## src/rtl/fire_expand3_sequencer.sv

```systemverilog
// Sequences one expand3 layer at a time (fire4 or fire5) over a shared MAC array:
// a weight-ROM address sweep per output pixel, a clear/capture cycle per window, then ack handshake.
module fire_expand3_sequencer #(
  parameter  int KERNEL_DIM = 3,
  parameter  int CHIN       = 32,
  parameter  int WOUT       = 32,
  localparam int N          = KERNEL_DIM * KERNEL_DIM * CHIN,
  localparam int P          = WOUT * WOUT,
  localparam int AW         = $clog2(N),
  localparam int PW         = $clog2(P) + 1
) (
  input  logic          clk,
  input  logic          rst,
  input  logic          start4,
  input  logic          start5,
  input  logic          ack4,
  input  logic          ack5,
  output logic          layer_sel,
  output logic          layer_en,
  output logic [AW-1:0] rom_addr,
  output logic          mac_clr,
  output logic          sample,
  output logic [PW-1:0] pix_cnt,
  output logic          finish4,
  output logic          finish5,
  output logic          busy
);

  typedef enum logic [1:0] {IDLE, RUN, FLUSH, DONE} state_t;

  state_t state, state_nxt;
  logic   done4_flag, done5_flag;
  logic   req4, req5;

  always_comb begin
    req4 = start4 && !done4_flag;
    req5 = start5 && !done5_flag;
  end

  always_ff @(posedge clk or negedge rst) begin
    if (!rst) state <= IDLE;
    else      state <= state_nxt;
  end

  always_comb begin
    state_nxt = state;
    case (state)
      IDLE:    if (req4 || req5) state_nxt = RUN;
      // the clear cycle that completes the last pixel ends the sweep
      RUN:     if (mac_clr && pix_cnt == PW'(P - 1)) state_nxt = FLUSH;
      FLUSH:   state_nxt = DONE;
      DONE:    if (layer_sel ? ack5 : ack4) state_nxt = IDLE;
      default: state_nxt = IDLE;
    endcase
  end

  always_comb begin
    layer_en = (state == RUN);
    busy     = (state != IDLE);
    finish4  = (state == DONE) && !layer_sel;
    finish5  = (state == DONE) &&  layer_sel;
  end

  always_ff @(posedge clk or negedge rst) begin
    if (!rst) begin
      layer_sel  <= 1'b0;
      rom_addr   <= '0;
      mac_clr    <= 1'b0;
      sample     <= 1'b0;
      pix_cnt    <= '0;
      done4_flag <= 1'b0;
      done5_flag <= 1'b0;
    end else begin
      sample  <= mac_clr;
      mac_clr <= 1'b0;
      case (state)
        IDLE: begin
          if (req4 || req5) begin
            layer_sel <= !req4;
            rom_addr  <= '0;
            pix_cnt   <= '0;
          end
        end
        RUN: begin
          // window = N address cycles plus one clear cycle at address 0
          if (mac_clr) begin
            rom_addr <= '0;
            pix_cnt  <= pix_cnt + PW'(1);
          end else if (rom_addr == AW'(N - 1)) begin
            rom_addr <= '0;
            mac_clr  <= 1'b1;
          end else begin
            rom_addr <= rom_addr + AW'(1);
          end
        end
        DONE: begin
          if (!layer_sel && ack4) done4_flag <= 1'b1;
          if ( layer_sel && ack5) done5_flag <= 1'b1;
        end
        default: ;
      endcase
    end
  end

endmodule
```

## config.mk

```make
export PLATFORM = sky130hd
export DESIGN_NAME = fire_expand3_sequencer
export DESIGN_NICKNAME = d
export VERILOG_FILES = /design/src/rtl/fire_expand3_sequencer.sv
export SDC_FILE = /design/constraint.sdc
export NUM_CORES = 1
export LEC_CHECK = 0
export ABC_AREA = 1
export BUFFER_PORTS_ARGS = -buffer_cell sky130_fd_sc_hd__clkbuf_2
export CORE_ASPECT_RATIO = 1.25
export CORE_MARGIN = 1.5
export CORE_UTILIZATION = 54
export DETAILED_ROUTE_END_ITERATION = 8
export GPL_ROUTABILITY_DRIVEN = 1
export GPL_TIMING_DRIVEN = 0
export PLACE_DENSITY_LB_ADDON = 0.15
export SLEW_MARGIN = 30
export SYNTH_ARGS = -nofsm -noshare
export SYNTH_HDL_FRONTEND = slang
export SYNTH_SLANG_ARGS = --single-unit
```

## constraint.sdc

```tcl
create_clock -name clk -period 1.75 [get_ports clk]
set_input_delay 0.525 -clock clk [delete_from_list [all_inputs] [get_ports clk]]
set_output_delay 0.525 -clock clk [all_outputs]
set_load 0.01 [all_outputs]
```

=== After elaboration in Yosys (flattened, before gate mapping) ===
Cells that the tools add are included.

* Register bits after elaboration: 27
* Input bits: 6
* Output and inout port bits: 27
* Logic and storage cells: 55

* $add $sub $neg: 2
* Equality and inequality tests: 9
* Multiplexer cells: 15
* Reduce and logical (&&, ||, !) cells: 21

{| class="wikitable"
|+ Operators with widths
! operator !! number
|-
| $mux W9 || 3
|-
| $mux W11 || 2
|-
| $pmux W11 S2 || 1
|-
| $pmux W9 S2 || 1
|-
| $add A11 B1 Y11 const B || 1
|-
| $eq A11 B10 Y1 const B || 1
|-
| $add A9 B1 Y9 const B || 1
|-
| $eq A9 B9 Y1 const B || 1
|-
| $pmux W2 S4 || 1
|-
| $reduce_and A2 Y1 || 4
|-
| $logic_and A1 B1 Y1 || 7
|-
| $mux W2 || 3
|-
| $reduce_and A3 Y1 || 2
|-
| $eq A2 B2 Y1 const B || 2
|-
| $logic_not A1 Y1 || 4
|-
| $mux W1 || 4
|-
| $ne A2 B1 Y1 const B || 2
|-
| $ne A2 B2 Y1 const B || 2
|-
| $reduce_bool A2 Y1 || 2
|-
| $eq A2 B1 Y1 const B || 1
|-
| $logic_not A2 Y1 || 1
|-
| $logic_or A1 B1 Y1 || 1
|}

=== Depth between registers and ports, before layout ===
Gate-level depths: netlist (run 1).

* Depth after elaboration: 5
* Gate-level depth with buffers: 10

=== Least setup slack after synthesis (run 1) ===
OpenSTA, ideal clock, no wires.

* Kind: reg-to-reg
* Start point: register state[1]
* End point: register pix_cnt[5]
* Arrival time: 1351 ps
* Data required time: 1631 ps
* Path slack: 280 ps
* Cell stages (with the launch flop): 10
* Period minus slack after synthesis: 1470 ps
* Cell sequence: dfrtp_1 inv_1 ha_1 inv_2 nor2_4 nor2_4 nand2_4 inv_2 a21oi_1 nor2_1

* Word-level cells in the longest chain between the ends: 3
* Elaborated cells between the ends (all ways): 7
* Those cells by class: eq/ne: 3; mux: 1; reduce/logical: 3

{| class="wikitable"
|+ RTL lines
! item !! RTL line !! source
|-
| from (decl) || 31 || <nowiki>state_t state, state_nxt;</nowiki>
|-
| from (signal assigned) || 42 || <nowiki>else state <= state_nxt;</nowiki>
|-
| $eq A2 B1 Y1 * || - ||
|-
| net layer_en || 19 || <nowiki>output logic layer_en,</nowiki>
|-
| $ne A2 B1 Y1 (no source line) / $reduce_bool A2 Y1 (equally long branches) || - ||
|-
| $reduce_and A3 Y1 (no source line) || - ||
|-
| to (signal assigned) || 88 || <nowiki>pix_cnt <= pix_cnt + PW'(1);</nowiki>
|-
| to (decl) || 23 || <nowiki>output logic [PW-1:0] pix_cnt,</nowiki>
|}

Mark *: on every way through the listed nets, which the timed path passes. The rest lies on a longest branch.
A chain may end at the register's enable or synchronous reset.

=== Worst setup path after layout (run 1) ===
* Start point: register state[0]
* End point: output layer_en

* Word-level cells in the longest chain between the ends: 1

{| class="wikitable"
|+ RTL lines
! item !! RTL line !! source
|-
| $eq A2 B1 Y1 || 58 || <nowiki>layer_en = (state == RUN);</nowiki>
|-
| to (decl) || 19 ||
|}

Every way passes these cells.

==> run summary, run 1 <==
Cells after Synth -> 221
Final Hold Fails -> 0
WP data required -> 1.22 ns
Yosys top cell by area -> dfrtp_1
Post-DP Area -> 1860 sq um
Max clock buf depth -> 2
Crit. Startpoint -> state[0]
PortBufs -> 32
Max Fclk -> 0.571 GHz
Sw frac -> 23.0%
Post-Layout Cell Count -> 298
Power Internal -> 0.000716 W
HP Class -> in -> async
Final net count -> 276
Worst-path clk slew -> 0.16 ns
Total grt overflow -> 0
# setup viols final -> 1
Minimum clock period -> 1.75 ns
M2 GR Usage -> 37.3%
Hold-fix buffers, CTS -> 0
Layout cells sized above 1 -> 29.0%
Combinational power share -> 1.9%
Global-route wire length before repair -> 5820 um
Register area share after synthesis -> 40.7%
CP max FO -> 4
Yosys reg bits -> 27
Clock latency at the later pin of the worst-skew pair -> 0.33 ns
# placed instances -> 289
Max IR drop VDD -> 358 uV
Crit end category -> output port
Inserted Clock Buffers -> 3
Synth Warn # -> 0
Grt peak-use layer -> met2
Met1 Usage GRT -> 28.9%
Failing checks -> setup timing
Largest net degree at the start of global routing -> 28
Finished Cell Area -> 1990 sq um
Commonest non-fill, non-tap cells in the layout -> nand2_1, clkbuf_2, dfrtp_1
Initial core utilization -> 56.3%
End-of-flow core utilization -> 67.7%
Clock sink count -> 27
First drt pass iteration count -> 4
Top cells by area, synth -> dfrtp_1, nand2_1, nand3_1
Clock Skews -> 0.00276 ns
Crit Path Class -> reg -> out
Clock Power Share -> 30.9%
Count of cell types in the netlist -> 23
Slew HR -> 54.6%
IO Pins -> 33
Mean post-synth cell area -> 7.51 sq um
Most common cell after layout, fill and taps aside -> nand2_1
Synth-to-Final Area Change -> 20.1%
Pleak -> 1.08 nW
Worst-margin pin slew -> 0.681 ns
Pins Over Slew Limit -> 0
Post-DR wirelength/cell -> 11.8 um
Vert. Die Dim -> 65.0 um
Detailed Place HPWL -> 2540 um
Pwr/cell area -> 466 nW/um^2
Vias in the first global route -> 1403
Setup tns final -> -0.000378 ns
Power Total -> 0.000929 W
Setup WS post-layout -> -0.000378 ns
Crit share post-route -> 100%
CTS Root Cell -> clkbuf_4
Syn_nets -> 234
Post-Syn Area -> 1660 sq um
Post-route DRC -> 0
Reg power frac -> 67.2%
Worst Setup Start Kind -> register
Worst R2R Start -> state[1]
H-tree depth -> 1
Vias -> 1579
Area share of the largest cell type after synthesis -> 40.7%
Die width -> 52.6 um
Total GRT Usage -> 22.0%
CP Data Arrival Time -> 1.23 ns
Diode count -> 0
Core Region -> 2950 sq um
Psw -> 0.000213 W
Status -> complete, but fails checks
Site Rows -> 22
Initial antenna violation count -> 0
Met3 usage -> 2.30%
CTS tree -> built
Max cap viols -> 0
Full die area -> 3420 sq um
ANT nets after route -> 0
Drt total wl -> 3520 um
1st-iter DRT viols -> 39
RePlAce Congestion -> 0.833
RSZ-0062 raised after global routing -> true
Routed vias/inst -> 5.30
[sequential cells by signal, indices dropped and copies added (netlist names)]
name	count
pix_cnt	11
rom_addr	9
state	2
done4_flag	1
done5_flag	1
layer_sel	1
mac_clr	1
sample	1
[Yosys cell counts]
cell type	count
nand2_1	61
nor2_4	3
o21ai_1	3
nand3_1	24
o31ai_1	1
nand3_2	3
xnor2_1	1
nor3_1	4
or2_2	2
ha_1	7
nand2_4	1
o21ai_2	1
nor2_1	20
nand4_1	7
inv_2	3
buf_6	3
dfrtp_1	27
xor2_1	2
inv_1	28
a21oi_1	3
nand2_2	7
nor2_2	3
o21ai_0	7
[power groups by stage]
stage          clock, W  combinational (W)  sequential (W)
3_3_place_gp          0          0.0000189        0.000636
5_1_grt        0.000324          0.0000211        0.000625
6_report       0.000287          0.0000177        0.000624
4_1_cts        0.000296          0.0000188        0.000624
2_1_floorplan         0        0.000000682        0.000636
3_5_place_dp          0          0.0000187        0.000636
[through the flow]
step | hold WS (ns) | setup slack (ns)
after floorplan | 0.229 | 0.280
after global placement | 0.446 | 0.173
after detailed placement | 0.471 | 0.156
after CTS | 0.215 | -0.0216
after global routing | 0.240 | -0.0386
final | 0.196 | -0.000378
[layer usage]
layer / up-vias / wire, um
li1: 779 / -
met1: 745 / 1510
met2: 49 / 1790
met3: 6 / 154
met4: 0 / 63
met5: - / 0
[final timing paths]
path / end / slack [ns] / cells past startpoint
setup / recovery: layer_en / -0.0004 / 3
hold / removal: pix_cnt[7] / 0.20 / 1
setup reg to reg: pix_cnt[5] / 0.08 / 9
hold reg to reg: done5_flag / 0.50 / 2
max in group asynchronous: state[0] / 1.08 / 1
min in group clk: done5_flag / 0.44 / 3
[final cells by class]
cell class | count | area [sq um]
buffer | 3 | 33.8
clock buffer | 3 | 22.5
clock inverter | 1 | 7.51
fill | 275 | 952
inverter | 31 | 121
multi-input combinational | 160 | 871
sequential | 27 | 678
tap | 36 | 45.0
timing repair buffer | 37 | 214
[critical path: stages (launching register included)]
cell,delay [ns]
dfrtp_2,0.48
buf_6,0.13
ha_4,0.17
buf_6,0.12
[logic make-up after synthesis]
kind of cell               Yosys count  synth area share, %
adders and majority gates            7                 5.28
xor gates and xnor gates             3                 1.58
and+or+nand+nor                    135                 38.5
DFF                                 27                 40.7
buffers and inverters               34                 9.05
AOI/OAI and AO/OA                   15                 4.90
[what timing repair did]
action	in CTS	in global routing
setup endpoints to repair	4	4
pin swaps	2	1
buffers inserted	2	3
resized for setup	10	9
No activity file was read; power rests on OpenSTA's default activity.
==> inputs of run 2 (changes only) <==
- GPL_TIMING_DRIVEN: 0 -> unset
==> run summary, run 2 (synthesis results as in run 1) <==
Status -> complete, but fails checks
Failing checks -> setup timing
Core Region -> 2950 sq um
Final net count -> 274
Storage element area -> 678 sq um
Crit share post-route -> 102%
Post-route DRC -> 0
Worst R2R Start -> state[0]
Cells along the critical path -> buf_6 -> ha_4 -> buf_6
Reg power frac -> 67.6%
Biggest register -> pix_cnt
First drt pass iteration count -> 5
Sw frac -> 22.2%
Drt total wl -> 3510 um
Max cap viols -> 0
Pre-CTS setup slack -> 0.101 ns
Initial antenna violation count -> 0
Minimum clock period -> 1.78 ns
Layout cells sized above 1 -> 28.5%
Crit end category -> output port
Vert. Die Dim -> 65.0 um
Routed vias/inst -> 5.13
Most common cell after layout, fill and taps aside -> nand2_1
Critical path's largest stage delay -> 0.49 ns
PortBufs -> 32
Reg-to-Reg End -> pix_cnt[5]
Clock Skews -> 0.0152 ns
Clock sink count -> 27
RSZ-0062 raised after global routing -> true
CP Data Arrival Time -> 1.25 ns
Clock latency at the later pin of the worst-skew pair -> 0.34 ns
Setup WS post-layout -> -0.0288 ns
CTS Root Cell -> clkbuf_4
Slew HR -> 73.2%
CTS tree -> built
Power Internal -> 0.000719 W
Pins Over Slew Limit -> 0
Max Fclk -> 0.562 GHz
Combinational power share -> 2.5%
CP delay by family, top -> flip-flops
Max IR drop VDD -> 380 uV
Vias -> 1519
Post-DR wirelength/cell -> 11.9 um
Global-route wire length before repair -> 6110 um
Crit Path Class -> reg -> out
# setup viols final -> 3
Initial core utilization -> 56.3%
Full die area -> 3420 sq um
Synth-to-Final Area Change -> 19.3%
ANT nets after route -> 0
Total grt overflow -> 0
Highest-delay cell along the critical path -> dfrtp_2
R2R cell count -> 9
Hold-fix buffers, CTS -> 0
Commonest non-fill, non-tap cells in the layout -> nand2_1, clkbuf_2, dfrtp_1
WP data required -> 1.22 ns
Max clock buf depth -> 2
Final Hold Fails -> 0
Multi-input logic area -> 871 sq um
1st-iter DRT viols -> 36
Regs by FF count -> pix_cnt x11, rom_addr x9, state x2
CP max FO -> 5
Diode count -> 0
HP Class -> in -> async
Number of fill cells -> 266
Register-to-Register Setup Slack -> 0.10 ns
Vias in the first global route -> 1401
Psw -> 0.000205 W
Total GRT Usage -> 23.8%
Pwr/cell area -> 467 nW/um^2
Critical Path Most Common Cell -> buf_6
End-of-flow core utilization -> 67.2%
Clock Power Share -> 29.9%
Site Rows -> 22
Largest net degree at the start of global routing -> 17
H-tree depth -> 1
Detailed Place HPWL -> 2610 um
Die width -> 52.6 um
Worst-margin pin slew -> 0.402 ns
IO Pins -> 33
Inserted Clock Buffers -> 3
Pleak -> 1.07 nW
CP Depth -> 3
Worst Path Buf+Inv -> 2
Number of flip-flops in the largest register -> 11
Worst Setup Start Kind -> register
RePlAce Congestion -> 0.837
Worst-path clk slew -> 0.16 ns
[run 2: timing repair]
item                       CTS  global route
gates resized for setup      9            13
setup buffers                2             2
gates cloned                 0             0
pin swaps                    1             2
setup endpoints to repair    4             5
[run 2: layout make-up]
type	count	area share, %
inverter	31	6.26
multi-input combinational	160	44.0
clock buffer	3	1.14
tap	36	2.28
sequential	27	34.3
timing repair buffer	38	11.8
clock inverter	1	0.253
[run 2: worst max path at each step]
stage	startpoint	endpoint	slack, ns
floorplan	state[1]	pix_cnt[5]	0.28
global placement	state[0]	pix_cnt[5]	0.15
detailed placement	state[1]	pix_cnt[5]	0.10
CTS	state[1]	finish4	-0.03
global route	state[1]	busy	-0.07
finish	state[0]	layer_en	-0.03
[run 2: power groups by stage]
stage	sequential, W	combinational [W]	clock (W)
after floorplan	0.000636	0.000000682	0
after global placement	0.000636	0.0000243	0
after detailed placement	0.000636	0.0000247	0
after CTS	0.000624	0.0000246	0.000281
after global routing	0.000624	0.0000273	0.000303
final	0.000624	0.0000234	0.000276
[run 2: per-stage QoR]
stage | cell area, sq um | std cells | TNS [ns] | hold slack [ns] | total power, W
after CTS | 1930 | 294 | -0.0825 | 0.0940 | 0.000930
final | 1980 | 296 | -0.0490 | 0.0775 | 0.000923
after floorplan | 1660 | 221 | 0 | 0.229 | 0.000637
after detailed placement | 1860 | 288 | 0 | 0.463 | 0.000660
after global placement | 1860 | 288 | 0 | 0.453 | 0.000660
after global routing | 1980 | 296 | -0.271 | 0.103 | 0.000955
[run 2: layer usage]
layer	GRT usage (%)	vias to the layer above	part of all wire [%]	wire, um
met1	30.5	697	45	1590
met3	2.07	6	3.0	106
met4	8.33	0	1.5	51
met2	41.3	38	50	1760
met5	0	-	0	0
li1	-	778	-	-
[run 2: worst reg2reg max path, stage by stage, from the launching register on]
cell     delay [ns]
dfrtp_2        0.49
buf_6          0.14
ha_4           0.17
nor2_1         0.21
nor2_4         0.07
nand2_4        0.17
inv_2          0.11
nand3_1        0.09
nand2_1        0.06
nor2_1         0.09
==> inputs of run 3 (changes only) <==
- BUFFER_PORTS_ARGS: -buffer_cell sky130_fd_sc_hd__clkbuf_2 -> unset
- CORE_UTILIZATION: 54 -> 60
- DONT_BUFFER_PORTS: unset -> 1
- PLACE_DENSITY: unset -> 0.83
- PLACE_DENSITY_LB_ADDON: 0.15 -> unset
==> run summary, run 3 (synthesis results as in run 1) <==
Crit share post-route -> 98.6%
Regs by FF count -> pix_cnt x11, rom_addr x9, state x2
CP Data Arrival Time -> 1.20 ns
Crit Path Class -> reg -> out
Full die area -> 3090 sq um
Core Region -> 2650 sq um
Final net count -> 243
Max IR drop VDD -> 403 uV
Clock Skews -> 0.00290 ns
Post-CTS setup repair buffer count -> 0
# setup viols final -> 0
Power Total -> 0.000919 W
Diode count -> 0
CP max FO -> 5
End-of-flow core utilization -> 67.5%
Hold Startpoint -> ack5
Inserted Clock Buffers -> 3
Worst-path clk slew -> 0.14 ns
CTS tree -> built
Post-DP Area -> 1710 sq um
R2R cell count -> 8
WP data required -> 1.22 ns
Pwr/cell area -> 513 nW/um^2
Vias in the first global route -> 1354
Pins Over Slew Limit -> 0
Number of flip-flops in the largest register -> 11
CTS Root Cell -> clkbuf_4
Highest-delay cell along the critical path -> dfrtp_1
RePlAce Congestion -> 0.829
Crit. Startpoint -> state[1]
Crit end category -> output port
Finished Cell Area -> 1790 sq um
First drt pass iteration count -> 4
Critical path's largest stage delay -> 0.45 ns
IO Pins -> 33
Routed vias/inst -> 5.40
H-tree depth -> 1
Most common cell after layout, fill and taps aside -> nand2_1
Vert. Die Dim -> 61.8 um
Die width -> 50.0 um
Largest net degree at the start of global routing -> 28
Reg-to-Reg End -> rom_addr[2]
Commonest non-fill, non-tap cells in the layout -> nand2_1, dfrtp_1, inv_1, nand3_1, nor2_1
Total GRT Usage -> 22.4%
Slew HR -> 78.7%
Site Rows -> 21
Layout cells sized above 1 -> 17.9%
Clock latency at the later pin of the worst-skew pair -> 0.33 ns
CP Capture Point -> layer_en
Detailed Place HPWL -> 2440 um
# placed instances -> 257
Max Fclk -> 0.580 GHz
RSZ-0062 raised after global routing -> true
PortBufs -> 0
Worst Setup Start Kind -> register
Worst-margin pin slew -> 0.319 ns
Clock sink count -> 27
Cells along the critical path -> inv_2 -> ha_4 -> buf_4
Biggest register -> pix_cnt
Register-to-Register Setup Slack -> 0.21 ns
Drt total wl -> 3350 um
Minimum clock period -> 1.73 ns
Global-route wire length before repair -> 5350 um
Synth-to-Final Area Change -> 7.99%
Initial core utilization -> 62.5%
ANT nets after route -> 0
Post-DR wirelength/cell -> 12.7 um
1st-iter DRT viols -> 19
Post-Layout Cell Count -> 263
Number of fill cells -> 230
HP Class -> in -> reg
Worst R2R Start -> rom_addr[0]
Final Hold Fails -> 0
Total grt overflow -> 0
Post-route DRC -> 0
Max cap viols -> 0
Pleak -> 0.939 nW
Vias -> 1421
Status -> finished, final reports clean
Initial antenna violation count -> 0
Max clock buf depth -> 2
-- run 3: final cells by class --
class	count	area (sq um)	area share (%)
timing repair buffer	7	67.6	3.77
clock buffer	3	22.5	1.26
multi-input combinational	160	861	48.0
tap	34	42.5	2.37
inverter	31	116	6.49
clock inverter	1	5.00	0.279
sequential	27	677	37.8
-- run 3: worst max-delay path, delay by kind of cell (launching register included) --
| kind | cells | cell delay (ns) |
|---|---|---|
| DFF | 1 | 0.45 |
| buffers and inverters | 2 | 0.25 |
| adders and majority gates | 1 | 0.17 |
-- run 3: power breakdown --
group | internal (W) | total (W) | switching [W]
logic | 0.00000632 | 0.0000201 | 0.0000138
clock network | 0.0000860 | 0.000275 | 0.000189
registers | 0.000624 | 0.000624 | 0
-- run 3: timing repair --
item | CTS | global route
hold buffers | 2 | 0
endpoints found under the setup margin | 2 | 3
endpoints found under the hold margin | 27 | 0
resized for setup | 3 | 7
-- run 3: worst min-delay path by stage --
stage,end,slack (ns),cells past startpoint
floorplan,done4_flag,0.23,0
global placement,pix_cnt[8],0.23,0
detailed placement,pix_cnt[6],0.23,0
CTS,done5_flag,0.35,2
global route,done5_flag,0.36,2
finish,done5_flag,0.35,2
-- run 3: metrics by stage --
step           setup slack (ns)  hold slack, ns  setup TNS, ns
6_report                 0.0245           0.354              0
5_1_grt                 -0.0306           0.357        -0.0680
3_5_place_dp              0.143           0.230              0
2_1_floorplan             0.280           0.229              0
4_1_cts                 -0.0292           0.349        -0.0292
3_3_place_gp              0.163           0.230              0
-- run 3: layer usage --
layer / up-vias / track usage, % / routed length (um)
li1: 717 / - / -
met1: 666 / 24.8 / 1430
met2: 31 / 42.9 / 1730
met3: 7 / 3.35 / 124
met4: 0 / 10.3 / 70
met5: - / 0 / 0
